<file path="config.mk">
export PLATFORM = sky130hd
export DESIGN_NAME = mem_access_unit_flat
export DESIGN_NICKNAME = d
export VERILOG_FILES = /design/src/rtl/mem_access_pkg.sv /design/src/rtl/mem_access_if.sv /design/src/rtl/mem_lane_align.sv /design/src/rtl/mem_access_unit.sv /design/src/flat_wrapper.sv
export SDC_FILE = /design/constraint.sdc
export NUM_CORES = 1
export LEC_CHECK = 0
export ABC_AREA = 1
export CAP_MARGIN = 20
export CORE_ASPECT_RATIO = 0.5
export CORE_MARGIN = 1
export CORE_UTILIZATION = 30
export DETAILED_ROUTE_END_ITERATION = 8
export HOLD_SLACK_MARGIN = 0.06
export PLACE_DENSITY = 0.72
export SLEW_MARGIN = 10
export SYNTH_ARGS = -nofsm -noshare
export SYNTH_HDL_FRONTEND = slang
export SYNTH_SLANG_ARGS = --single-unit
</file>
<file path="constraint.sdc">
create_clock -name CLK -period 2.5 [get_ports CLK]
set_input_delay 0.25 -clock CLK [delete_from_list [all_inputs] [get_ports CLK]]
set_output_delay 0.25 -clock CLK [all_outputs]
set_load 0.02 [all_outputs]
</file>
<file path="src/rtl/mem_access_pkg.sv">
// Shared types for mem_access_unit: FSM states, transfer-size codes and the
// byte-enable helper used by the top and its lane aligner.
package mem_access_pkg;

    typedef enum logic [1:0] {
        IDLE = 2'd0,
        REQ  = 2'd1,
        DONE = 2'd2,
        FAIL = 2'd3
    } state_t;

    localparam logic [1:0] SZ_BYTE   = 2'd0;
    localparam logic [1:0] SZ_HALF   = 2'd1;
    localparam logic [1:0] SZ_WORD   = 2'd2;
    localparam logic [1:0] SZ_DOUBLE = 2'd3;

    function automatic logic [3:0] size_bytes(input logic [1:0] size);
        return 4'd1 << size;
    endfunction

    // 2^size consecutive enables starting at the addressed lane.
    function automatic logic [7:0] be_mask(input logic [1:0] size, input logic [2:0] lane);
        logic [7:0] ones;
        case (size)
            SZ_BYTE: ones = 8'h01;
            SZ_HALF: ones = 8'h03;
            SZ_WORD: ones = 8'h0F;
            default: ones = 8'hFF;
        endcase
        return ones << lane;
    endfunction

endpackage

</file>
<file path="src/rtl/mem_access_if.sv">
// Data-memory bus between mem_access_unit (master) and the RAM model (slave).
interface mem_access_if #(
    parameter int DW = 32,
    parameter int AW = 8
) ();
    localparam int NB = DW / 8;

    // Handshake: mem_req is held high (with addr/we/be/wdata stable) until the
    // cycle mem_moc is sampled high; that cycle completes the transfer and
    // mem_rdata is only meaningful in it. mem_moc while mem_req is low is ignored.
    logic [AW-1:0] mem_addr;
    logic [DW-1:0] mem_wdata;
    logic [NB-1:0] mem_be;
    logic          mem_req;
    logic          mem_we;
    logic [DW-1:0] mem_rdata;
    logic          mem_moc;

    modport master (
        output mem_addr, mem_wdata, mem_be, mem_req, mem_we,
        input  mem_rdata, mem_moc
    );

    modport slave (
        input  mem_addr, mem_wdata, mem_be, mem_req, mem_we,
        output mem_rdata, mem_moc
    );
endinterface

</file>
<file path="src/rtl/mem_lane_align.sv">
// Combinational byte-lane steering: write-data replication across lanes and
// read-data extraction with sign/zero extension.
module mem_lane_align
    import mem_access_pkg::*;
#(
    parameter int DW = 32
) (
    input  logic [DW-1:0] wdata,
    input  logic [1:0]    size,
    input  logic [2:0]    lane,
    input  logic          sext,
    input  logic [DW-1:0] rdata,
    output logic [DW-1:0] wdata_rep,
    output logic [DW-1:0] rdata_ext
);
    localparam int NB = DW / 8;

    logic [DW-1:0] shifted;
    logic [3:0]    nbytes;
    logic          sign;

    always_comb begin
        nbytes    = size_bytes(size);
        shifted   = rdata >> {lane, 3'b000};
        wdata_rep = '0;
        rdata_ext = '0;
        case (size)
            SZ_BYTE: sign = shifted[7];
            SZ_HALF: sign = shifted[15];
            SZ_WORD: sign = shifted[31];
            default: sign = shifted[DW-1];
        endcase
        // Lane i carries source byte (i mod 2^size); extension bytes copy the sign when asked.
        for (int i = 0; i < NB; i++) begin
            wdata_rep[8*i +: 8] = wdata[8*(i & (int'(nbytes) - 1)) +: 8];
            if (i < int'(nbytes)) rdata_ext[8*i +: 8] = shifted[8*i +: 8];
            else                  rdata_ext[8*i +: 8] = {8{sext & sign}};
        end
    end
endmodule

</file>
<file path="src/rtl/mem_access_unit.sv">
// MAR/MDR memory access unit with req/moc handshake, lane steering and sign extension.
// Optional build macro MEM_TIMEOUT_EN aborts a REQ that waits TIMEOUT cycles.
module mem_access_unit
    import mem_access_pkg::*;
#(
    parameter int DW      = 32,
    parameter int AW      = 8,
    parameter int TIMEOUT = 15
) (
    input  logic          CLK,
    input  logic          CLR,
    input  logic          mar_le,
    input  logic [DW-1:0] addr_in,
    input  logic          mdr_le,
    input  logic [DW-1:0] wdata_in,
    input  logic          start,
    input  logic          rw,
    input  logic [1:0]    size,
    input  logic          sext,
    output logic          busy,
    output logic          done,
    output logic          err,
    output logic [AW-1:0] mar_q,
    output logic [DW-1:0] mdr_q,
    output state_t        dbg_state,
    mem_access_if.master  mem
);
    localparam int NB = DW / 8;
    localparam int LW = $clog2(NB);

    state_t        state_q, state_d;
    logic [AW-1:0] mar_d;
    logic [DW-1:0] mdr_d;
    logic          rw_q, rw_d, sext_q, sext_d, req_q, req_d, we_q, we_d;
    logic [1:0]    size_q, size_d;
    logic [NB-1:0] be_q, be_d;
    logic [2:0]    lane_new;
    logic          illegal;
    logic [DW-1:0] wdata_rep, rdata_ext;
    logic          unused_addr;

    assign unused_addr = ^addr_in;

`ifdef MEM_TIMEOUT_EN
    localparam int CW = $clog2(TIMEOUT + 1);
    logic [CW-1:0] cnt_q, cnt_d;
`else
    logic unused_timeout;
    assign unused_timeout = (TIMEOUT > 0);
`endif

    mem_lane_align #(.DW(DW)) u_align (
        .wdata     (mdr_q),
        .size      (size_q),
        .lane      (3'(mar_q[LW-1:0])),
        .sext      (sext_q),
        .rdata     (mem.mem_rdata),
        .wdata_rep (wdata_rep),
        .rdata_ext (rdata_ext)
    );

    always_comb begin
        state_d  = state_q;
        mar_d    = mar_q;
        mdr_d    = mdr_q;
        rw_d     = rw_q;
        size_d   = size_q;
        sext_d   = sext_q;
        req_d    = 1'b0;
        we_d     = 1'b0;
        be_d     = '0;
        lane_new = '0;
        illegal  = 1'b0;
`ifdef MEM_TIMEOUT_EN
        cnt_d    = cnt_q;
`endif
        case (state_q)
            IDLE: begin
                if (mar_le) mar_d = addr_in[AW-1:0];
                if (mdr_le) mdr_d = wdata_in;
                // Legality is judged on the MAR value that will be in effect for the access.
                lane_new = 3'(mar_d[LW-1:0]);
                illegal  = (size > 2'(LW)) ||
                           ((lane_new & 3'(size_bytes(size) - 4'd1)) != 3'd0);
                if (start) begin
                    if (illegal) begin
                        state_d = FAIL;
                    end else begin
                        state_d = REQ;
                        rw_d    = rw;
                        size_d  = size;
                        sext_d  = sext;
                        req_d   = 1'b1;
                        we_d    = !rw;
                        be_d    = NB'(be_mask(size, lane_new));
`ifdef MEM_TIMEOUT_EN
                        cnt_d   = '0;
`endif
                    end
                end
            end
            REQ: begin
                req_d = 1'b1;
                we_d  = we_q;
                be_d  = be_q;
                if (mem.mem_moc) begin
                    state_d = DONE;
                    req_d   = 1'b0;
                    we_d    = 1'b0;
                    be_d    = '0;
                    if (rw_q) mdr_d = rdata_ext;
                end
`ifdef MEM_TIMEOUT_EN
                else if (cnt_q == CW'(TIMEOUT - 1)) begin
                    state_d = FAIL;
                    req_d   = 1'b0;
                    we_d    = 1'b0;
                    be_d    = '0;
                end else begin
                    cnt_d = cnt_q + 1'b1;
                end
`endif
            end
            default: state_d = IDLE;
        endcase
    end

    always_ff @(posedge CLK or posedge CLR) begin
        if (CLR) begin
            state_q <= IDLE;
            mar_q   <= '0;
            mdr_q   <= '0;
            rw_q    <= 1'b0;
            size_q  <= '0;
            sext_q  <= 1'b0;
            req_q   <= 1'b0;
            we_q    <= 1'b0;
            be_q    <= '0;
`ifdef MEM_TIMEOUT_EN
            cnt_q   <= '0;
`endif
        end else begin
            state_q <= state_d;
            mar_q   <= mar_d;
            mdr_q   <= mdr_d;
            rw_q    <= rw_d;
            size_q  <= size_d;
            sext_q  <= sext_d;
            req_q   <= req_d;
            we_q    <= we_d;
            be_q    <= be_d;
`ifdef MEM_TIMEOUT_EN
            cnt_q   <= cnt_d;
`endif
        end
    end

    assign busy          = (state_q != IDLE);
    assign done          = (state_q == DONE) || (state_q == FAIL);
    assign err           = (state_q == FAIL);
    assign dbg_state     = state_q;
    assign mem.mem_addr  = mar_q;
    assign mem.mem_wdata = wdata_rep;
    assign mem.mem_be    = be_q;
    assign mem.mem_req   = req_q;
    assign mem.mem_we    = we_q;
endmodule

</file>
<file path="src/flat_wrapper.sv">
// flat-port wrapper written by rule: the top's interface ports become plain ports
module mem_access_unit_flat import mem_access_pkg::*;
#(
    parameter int DW      = 32,
    parameter int AW      = 8,
    parameter int TIMEOUT = 15
)
  (CLK, CLR, mar_le, addr_in, mdr_le, wdata_in, start, rw, size, sext, busy, done, err, mar_q, mdr_q, dbg_state, mem_mem_addr, mem_mem_wdata, mem_mem_be, mem_mem_req, mem_mem_we, mem_mem_rdata, mem_mem_moc);
  mem_access_if #(.DW(DW), .AW(AW)) mem_i ();
  input  logic CLK;
  input  logic CLR;
  input  logic mar_le;
  input  logic [DW-1:0] addr_in;
  input  logic mdr_le;
  input  logic [DW-1:0] wdata_in;
  input  logic start;
  input  logic rw;
  input  logic [1:0] size;
  input  logic sext;
  output logic busy;
  output logic done;
  output logic err;
  output logic [AW-1:0] mar_q;
  output logic [DW-1:0] mdr_q;
  output state_t dbg_state;
  output wire logic [$bits(mem_i.mem_addr)-1:0] mem_mem_addr;
  output wire logic [$bits(mem_i.mem_wdata)-1:0] mem_mem_wdata;
  output wire logic [$bits(mem_i.mem_be)-1:0] mem_mem_be;
  output wire logic [$bits(mem_i.mem_req)-1:0] mem_mem_req;
  output wire logic [$bits(mem_i.mem_we)-1:0] mem_mem_we;
  input wire logic [$bits(mem_i.mem_rdata)-1:0] mem_mem_rdata;
  input wire logic [$bits(mem_i.mem_moc)-1:0] mem_mem_moc;
  assign mem_mem_addr = mem_i.mem_addr;
  assign mem_mem_wdata = mem_i.mem_wdata;
  assign mem_mem_be = mem_i.mem_be;
  assign mem_mem_req = mem_i.mem_req;
  assign mem_mem_we = mem_i.mem_we;
  assign mem_i.mem_rdata = mem_mem_rdata;
  assign mem_i.mem_moc = mem_mem_moc;
  mem_access_unit #(.DW(DW), .AW(AW), .TIMEOUT(TIMEOUT)) u_core (.CLK(CLK), .CLR(CLR), .mar_le(mar_le), .addr_in(addr_in), .mdr_le(mdr_le), .wdata_in(wdata_in), .start(start), .rw(rw), .size(size), .sext(sext), .busy(busy), .done(done), .err(err), .mar_q(mar_q), .mdr_q(mdr_q), .dbg_state(dbg_state), .mem(mem_i));
endmodule
</file>
Word-level counts from Yosys, hierarchy flattened --
Cells that the tools add are included.
Operators by class: $add $sub $neg 2, eq/ne operators 11, reductions and logical operators 13, $lt $le $gt $ge 5, shift-type cells 7, bitwise operators 3, muxes and demuxes 31
Operator list (number):
- 32-bit two-way mux | 3
- 8-bit two-way mux | 9
- 32-bit one-hot mux with 2 select lines | 1
- 32-bit by 6-bit indexed part select with 8-bit output | 2
- 32-bit by 5-bit indexed part select with 8-bit output | 1
- 32-bit by 5-bit >> shifter with 32-bit output | 1
- 8-bit one-hot mux with 3 select lines | 1
- 4-bit two-way mux | 3
- 1-bit by 4-bit < comparator with 1-bit output, first input constant | 2
- 2-bit by 4-bit < comparator with 1-bit output, first input constant | 2
- 2-bit != test, second input constant | 4
- 4-bit one-hot mux with 2 select lines | 1
- 8-bit by 2-bit << shifter with 4-bit output | 1
- 2-bit by 1-bit == test with 1-bit output, second input constant | 3
- 2-bit == test, second input constant | 3
- 2-bit logical NOT | 3
- 1-bit two-way mux | 6
- 2-bit two-way mux | 3
- 1-bit one-hot mux with 2 select lines | 3
- 2-bit one-hot mux with 2 select lines | 1
- 2-bit AND reduction | 2
- 4-bit AND reduction | 1
- 2-bit nonzero test | 2
- 1-bit by 2-bit << shifter with 4-bit output, first input constant | 1
- other kinds (12) | 13
Word-level totals: register bits after elaboration 52, input bits 106, output and inout port bits 91, word-level logic and storage cells 82

Depth between registers and ports, before layout --
depth after elaboration 12, mapped depth 14, mapped depth without buffers 13

Hierarchy --
A second synthesis with hierarchy kept.
Unflattened totals: cell total of the unflattened synthesis 590, area, all modules 3948.8 µm²
Modules (own cells, without submodules):
- mem_access_unit | times used 1, seq. area each 1301.2 µm², cells an instance 316, area each 2662.6 µm²
- mem_lane_align | times used 1, seq. area each 0.0 µm², cells an instance 274, area each 1286.2 µm²

Least setup slack after synthesis --
OpenSTA, ideal clock, no wires.
kind register to output, start reg u_core.size_q[1], end out mem_mem_wdata[16], data required time 2250 ps, data arrival time 2023 ps, stages on the path, launching flop included 8, path slack 227 ps, buffers on the path 3, cells stage by stage dfrtp_1 > buf_2 > nor2_4 > inv_1 > buf_1 > ha_1 > clkbuf_1 > o21ai_0
On the way: cells in the longest elaborated chain, start to end 3
Ends and longest elaborated chain:
- from (decl) | RTL line mem_access_unit.sv:35 | logic [1:0] size_q, size_d;
- from (signal assigned) | RTL line mem_access_unit.sv:147 | size_q <= size_d;
- 1-bit by 2-bit << shifter with 4-bit output | RTL line mem_access_pkg.sv:18 | return 4'd1 << size;
- 2-bit by 1-bit subtractor with 2-bit output | RTL line mem_lane_align.sv:35 | wdata_rep[8*i +: 8] = wdata[8*(i & (int'(nbytes) - 1)) +: 8];
- 32-bit by 6-bit indexed part select with 8-bit output | RTL line mem_lane_align.sv:35
- to (decl) | RTL line flat_wrapper.sv:27 | output wire logic [$bits(mem_i.mem_wdata)-1:0] mem_mem_wdata;
Every way passes these cells.

Worst setup path in the final report --
start reg u_core.size_q[1], end out mem_mem_wdata[15]
On the way: cells in the longest elaborated chain, start to end 3
Ends and longest elaborated chain (RTL line):
- 1-bit by 2-bit << shifter with 4-bit output | mem_access_pkg.sv:18
- 2-bit by 1-bit subtractor with 2-bit output
- 32-bit by 5-bit indexed part select with 8-bit output | mem_lane_align.sv:35
Every way passes these cells.

==> results.sh <==
export IMPL_outcome="finished, final reports clean"
export IMPL_final_nets=872
export IMPL_critPathArrivalTime_ns=2.12
export IMPL_grt_setup_unrepaired="no"
export IMPL_cts_hold_buf=0
export IMPL_intPower_uw=4350
export IMPL_io_pins=197
export IMPL_yosysSeqAreaShare_pct=33.7
export IMPL_syn_area_um2=3870
export IMPL_r2r_cells=9
export IMPL_die_h_um=82.3
export IMPL_p_leak_uw=0.00285
export IMPL_ant_nets=0
export IMPL_worst_slew_pin_slew_ns=0.708
export IMPL_core_area_um2=12200
export IMPL_max_vdd_ir_drop_mv=0.737
export IMPL_portBuffers=172
export IMPL_maxCapViolations=0
export IMPL_post_route_period_util_pct=94.6
export IMPL_crit_path_max_fanout=27
export IMPL_required_ns=2.25
export IMPL_synth_area_leaders="dfrtp_1 (34%), nand2_1 (23%), nor2_1 (8.3%)"
export IMPL_routed_wl_um=13200
export IMPL_relSlewSlack_pct=52.8
export IMPL_clk_pin_slew_ns=0.07
export IMPL_clock_fmax_mhz=423
export IMPL_synth_nets=726
export IMPL_startpoint_type="flop"
export IMPL_cellPowerDensity_nw_per_um2=1550
export IMPL_ys_ff_latch=52
export IMPL_layout_min_cycle_time_ns=2.37
export IMPL_crit_path_end_kind="output port"
export IMPL_globalRouteOverflowTotal=0
export IMPL_pre_cts_ws_ns=0.0933
export IMPL_syn_to_final_growth_pct=50.3
export IMPL_synth_top_family_by_area="simple AND/OR/NAND/NOR gates"
export IMPL_hold_path_class="in -> async"
export IMPL_placed_cell_area_um2=5640
export IMPL_syn_inst=618
export IMPL_finalWorstSetupSlack_ns=0.134
export IMPL_cts_tree="built"
export IMPL_dr_pass1_iters=6
export IMPL_dpl_hpwl_um=10200
export IMPL_synthXorXnorAreaFrac_pct=0
export IMPL_synth_compound_area_share_pct=11.6
export IMPL_final_area_um2=5810
export IMPL_initialDrtViolationCount=354
export IMPL_grt_usage_pct=19.8
export IMPL_yosysWarnings=0
export IMPL_p_sw_uw=4680
export IMPL_wire_per_inst_um=14.2
export IMPL_start_util_pct=31.7
export IMPL_muxShareOfSynthArea_pct=1.75
export IMPL_criticalPathCategory="reg -> out"
export IMPL_synth_top_area_share_pct=33.7
export IMPL_dieWidth_um=163
export IMPL_yosysTopAreaCell="dfrtp_1"
export IMPL_clock_sinks=52
export IMPL_cts_inserted_buffers=5
export IMPL_fin_util_pct=47.6
export IMPL_drv_slew=0
export IMPL_grt_pass1_wl_um=20500
export IMPL_num_fill_cells=1266
export IMPL_synth_distinct_cells=27
export IMPL_layout_drive_gt1_share_pct=7.06
export IMPL_grt_max_degree=65
export IMPL_fp_dieArea_um2=13400
export IMPL_num_antenna_cells=0
export IMPL_synth_most_common_cell="nand2_1"
export IMPL_seqPwrFrac_pct=18.4
export IMPL_clockPowerShare_pct=9.4
export IMPL_antenna_found_initial=0
export IMPL_via_count=4396
export IMPL_h_tree_depth=2
export IMPL_setup_viol=0
export IMPL_yosys_area_share_simple_pct=39.9
export IMPL_p_comb_share_pct=72.2
export IMPL_synthArstFlopShare_pct=100
export IMPL_clock_root_buffer="clkbuf_16"
export IMPL_drt_vias_per_instance=4.73
export IMPL_hold_viol=0
export IMPL_clk_insertion_delay_late_ns=0.29
export IMPL_cts_buffer_depth=2
export IMPL_gp_congestion=0.871
export IMPL_grt_pass1_vias=4018
export IMPL_fin_skew_ns=0.00565
export IMPL_synth_commonest_cells="nand2_1 (237), nor2_1 (85), inv_1 (53)"
export IMPL_num_rows=28
export IMPL_cts_setup_buffers=0
export IMPL_syn_avg_cell_area_um2=6.26
export IMPL_tns_ns=0
export IMPL_synth_edf_count=0
export IMPL_ys_flop_type="dfrtp_1"
export IMPL_swShare_pct=51.8
export IMPL_synth_adder_area_share_pct=0.647
export IMPL_drc=0
[kinds of logic after synthesis]
family | Yosys count
muxes | 6
DFF | 52
AOI/OAI and AO/OA | 80
and+or+nand+nor | 375
adders and majority gates | 2
buffers and inverters | 103
[metal layers]
| layer | wire, um | track usage [%] | part of all wire, % | up-vias |
|---|---|---|---|---|
| met5 | 0 | 0 | 0 | - |
| met4 | 103 | 3.27 | 0.78 | 0 |
| met3 | 798 | 3.45 | 6.0 | 11 |
| met2 | 6320 | 33.7 | 48 | 149 |
| met1 | 6010 | 26.9 | 45 | 2052 |
| li1 | - | - | - | 2184 |
[area by class of cell]
class / count / area [um^2] / area share (%)
Sequential cell: 52 / 1300 / 22.4
Timing Repair Buffer: 185 / 1820 / 31.3
Multi-Input combinational cell: 463 / 2080 / 35.9
Tap cell: 165 / 206 / 3.55
Inverter: 57 / 216 / 3.73
Clock buffer: 7 / 153 / 2.63
Clock inverter: 1 / 30.0 / 0.517
[registers in the layout, summed over array words and instances (netlist names)]
signal	flops
u_core.mdr_q	32
u_core.mar_q	8
u_core.mem.mem_be	4
u_core.dbg_state	2
u_core.size_q	2
u_core.mem.mem_req	1
u_core.mem.mem_we	1
u_core.rw_q	1
u_core.sext_q	1
[critical path, cell delays in order, from the launching register on]
cell and delay, ns:
dfrtp_1 0.43, nor2_4 0.10, inv_1 0.06, buf_4 0.21, or2_2 0.29, o21ai_0 0.12, inv_1 0.07, clkdlybuf4s50_1 0.54
[cells in the final DEF, fill, tap and decap left out, types with 3 or more instances in the layout]
master           synthesis  routed
clkdlybuf4s50_1          0     154
nand3_1                 29      29
dfrtp_1                 52      52
clkbuf_16                0       5
or2_2                    8       8
mux2_2                   6       6
o211ai_1                 4       4
dlygate4sd2_1            0      14
inv_1                   53      51
nor2_1                  85      84
and2_1                   6       6
nand3_2                  6       6
inv_2                    3       4
buf_4                   17      11
a21oi_1                 38      38
nor2_4                   3       3
o21ai_0                 31      31
nand2_1                237     237
[power by group through the flow]
stage / clock network [uW] / logic (uW) / registers, uW
floorplan: 0 / 3720 / 1970
detailed placement: 0 / 6700 / 1680
global placement: 0 / 6640 / 1670
finish: 844 / 6510 / 1660
global route: 901 / 7120 / 1730
CTS: 864 / 6500 / 1670
[metrics by stage]
step                      total power (uW)  cells  hold slack [ns]
final                                 9020    930            0.339
after global routing                  9750    930            0.387
after CTS                             9040    930            0.356
after detailed placement              8380    922            0.466
after global placement                8310    922            0.475
after floorplan                       5700    618            0.358
[what timing repair did]
item | CTS | global route
hold endpoints to repair | 0 | 0
gates resized for setup | 18 | 8
setup endpoints to repair | 16 | 16
[final timing paths]
kind                                                  startpoint                               end  slack, ns
worst max-delay path                u_core.size_q[1]$_DFFE_PP0P_                 mem_mem_wdata[15]       0.13
worst min-delay path                                         CLR      u_core.mdr_q[31]$_DFFE_PP0P_       0.34
worst max register to register      u_core.size_q[1]$_DFFE_PP0P_      u_core.mdr_q[17]$_DFFE_PP0P_       0.60
worst min register to register  u_core.mem.mem_be[2]$_DFFE_PP0N_  u_core.mem.mem_be[2]$_DFFE_PP0N_       0.49
max in group asynchronous                                    CLR     u_core.mem.mem_we$_DFFE_PP0N_       1.53
min in group CLK                u_core.mem.mem_be[2]$_DFFE_PP0N_  u_core.mem.mem_be[2]$_DFFE_PP0N_       0.49
(Power assumes the default switching activity.)
==> edit 1, RTL diff (config.mk and constraints unchanged) <==
`AW` is set to 8 in 3 places; all go to 7.
--- a/src/rtl/mem_access_if.sv
+++ b/src/rtl/mem_access_if.sv
@@ -3,3 +3,3 @@
     parameter int DW = 32,
-    parameter int AW = 8
+    parameter int AW = 7
 ) ();
--- a/src/rtl/mem_access_unit.sv
+++ b/src/rtl/mem_access_unit.sv
@@ -6,3 +6,3 @@
     parameter int DW      = 32,
-    parameter int AW      = 8,
+    parameter int AW      = 7,
     parameter int TIMEOUT = 15
--- a/src/flat_wrapper.sv
+++ b/src/flat_wrapper.sv
@@ -4,3 +4,3 @@
     parameter int DW      = 32,
-    parameter int AW      = 8,
+    parameter int AW      = 7,
     parameter int TIMEOUT = 15
Ports: changed (resized mar_q and mem_mem_addr); port bits go from 197 to 195. No check against the original RTL was run, so the function may have changed too.
==> edit 1 against the unedited design <==
Synthesized area fell by 2.8%; routed wire length fell by 2.4%; worst setup slack improved by 0.073 ns; global-route usage rose by 0.36 points; power rose by 2.7%; die area fell by 2.7%; largest cell class unchanged; critical path type unchanged; final area fell by 2.8%; largest power group unchanged; sequential cell count fell by 1; highest routed layer unchanged.
==> edit 1: results <==
metrics = {
    "global_route": {
        "grt_usage_pct": 20.2,
        "grt_max_degree": 52,
        "grt_pass1_vias": 4018,
        "grt_pass1_wl_mm": 20.4,
    },
    "final_layout": {
        "regMostFlops": "u_core.mdr_q",
        "largest_reg_flops": 32,
        "final_nets": 823,
        "drive_above_1_share_pct": 9.92,
        "nFillCells": 1189,
        "antenna_cells": 0,
    },
    "clock_network": {
        "ctsHtreeMaxLevel": 2,
        "clock_latency_ns": 0.30,
        "post_cts_buffers": 0,
        "clock_path_buffers": 2,
        "cts-buffers-inserted": 5,
        "ctsResizeCount": 18,
        "cts.clk_slew.worst_paths_ns": 0.07,
    },
    "route": {
        "drt_first_pass_iters": 5,
        "wirelength_mm": 12.9,
        "drt_iter0_markers": 201,
        "vias": 4208,
    },
    "outcome": {
        "outcome": "complete, no violations",
    },
    "synthesis": {
        "synthTopCellsByCount": "nand2_1, a21oi_1, nor2_1",
        "ys_warn_count": 0,
        "synth_fp_nets": 680,
        "ys_seq_area_share_pct": 33.9,
        "yosys-top-cells-area": "dfrtp_1, nand2_1, a21oi_1, o21ai_0, nor2_1",
        "synthArstFlopShare_pct": 100,
        "ys_types": 31,
        "synth-main-ff-cell": "dfrtp_1",
        "synth_enable_flop_cells": 0,
    },
    "pwr": {
        "internal-power_mw": 4.41,
        "p_leak_nw": 2.63,
        "ir_drop_v": 0.000701,
    },
    "timing": {
        "fin_worst_skew_ns": 0.00688,
        "tightest_slew_ns": 0.670,
    },
    "place": {
        "dp_hpwl_mm": 10.0,
        "gp_congestion": 0.853,
        "dpl_cell_area_mm2": 0.00547,
        "dpl_worst_slack_ns": 0.172,
        "io_buffers": 169,
    },
    "critical_path": {
        "cp_max_fo": 8,
        "arrival_ns": 2.04,
    },
    "worst_hold_path": {
        "worstHoldPathType": "primary input to asynchronous set/reset pin",
    },
}
## edit 1: changes by cell type in the layout (fill, tap and decap cells not counted), moves of 14 or more
cell,change
o21ai_0,+14
nand2_1,-36
nand3_1,-23
a21oi_1,+18
nor2_2,+20
nor2_1,-31
## edit 1: kinds of logic after synthesis
kind of cell	count (synthesis)	share of synthesized area, %
and+or+nand+nor	292	32.3
AOI/OAI and AO/OA	126	18.6
DFF	51	33.9
muxes	5	1.50
adders and majority gates	2	0.665
buffers and inverters	96	13.0
## edit 1: final cells by class
class | count | area (um^2) | share of cell area [%]
Clock buffer | 6 | 129 | 2.28
Sequential cell | 51 | 1280 | 22.6
Timing Repair Buffer | 181 | 1780 | 31.5
Clock inverter | 2 | 60.1 | 1.06
Tap cell | 165 | 206 | 3.66
Multi-Input combinational cell | 425 | 2000 | 35.4
Inverter | 51 | 199 | 3.52
## edit 1: worst max-delay path: stages, from the launching register on
cell	delay, ns
dfrtp_1	0.40
nor2_1	0.14
inv_1	0.07
ha_1	0.34
inv_2	0.17
o21ai_0	0.12
a21oi_1	0.13
a21oi_1	0.05
dlygate4sd2_1	0.33
## edit 1: final timing paths
kind / start / end / slack (ns) / cells after the start
worst max register to register: u_core.mar_q[1] / u_core.mdr_q[1] / 0.53 / 9
worst min register to register: u_core.mem.mem_be[0] / u_core.mem.mem_be[0] / 0.49 / 2
max in group asynchronous: CLR / u_core.mdr_q[29] / 1.60 / 3
worst min-delay path: CLR / u_core.mem.mem_req / 0.44 / 3
min in group CLK: u_core.mem.mem_be[0] / u_core.mem.mem_be[0] / 0.49 / 2
worst max-delay path: u_core.size_q[0] / mem_mem_wdata[31] / 0.21 / 8
## edit 1: power by group through the flow
stage | sequential [mW] | clock, mW | combinational [mW]
6_report | 1.62 | 0.886 | 6.76
4_1_cts | 1.62 | 0.901 | 6.76
5_1_grt | 1.68 | 0.940 | 7.40
3_3_place_gp | 1.62 | 0 | 6.88
2_1_floorplan | 1.93 | 0 | 3.95
3_5_place_dp | 1.63 | 0 | 6.96
## edit 1: metrics by stage
step | utilization (%) | cells
CTS | 47.0 | 881
global route | 47.0 | 881
global placement | 45.5 | 873
detailed placement | 45.5 | 873
floorplan | - | 572
finish | 47.0 | 881
## edit 1: per-layer routing
layer	up-vias	track usage (%)	part of all wire [%]
met2	136	33.7	47
li1	2089	-	-
met3	12	4.60	6.7
met5	-	0	0
met4	0	4.67	1.1
met1	1971	26.7	45
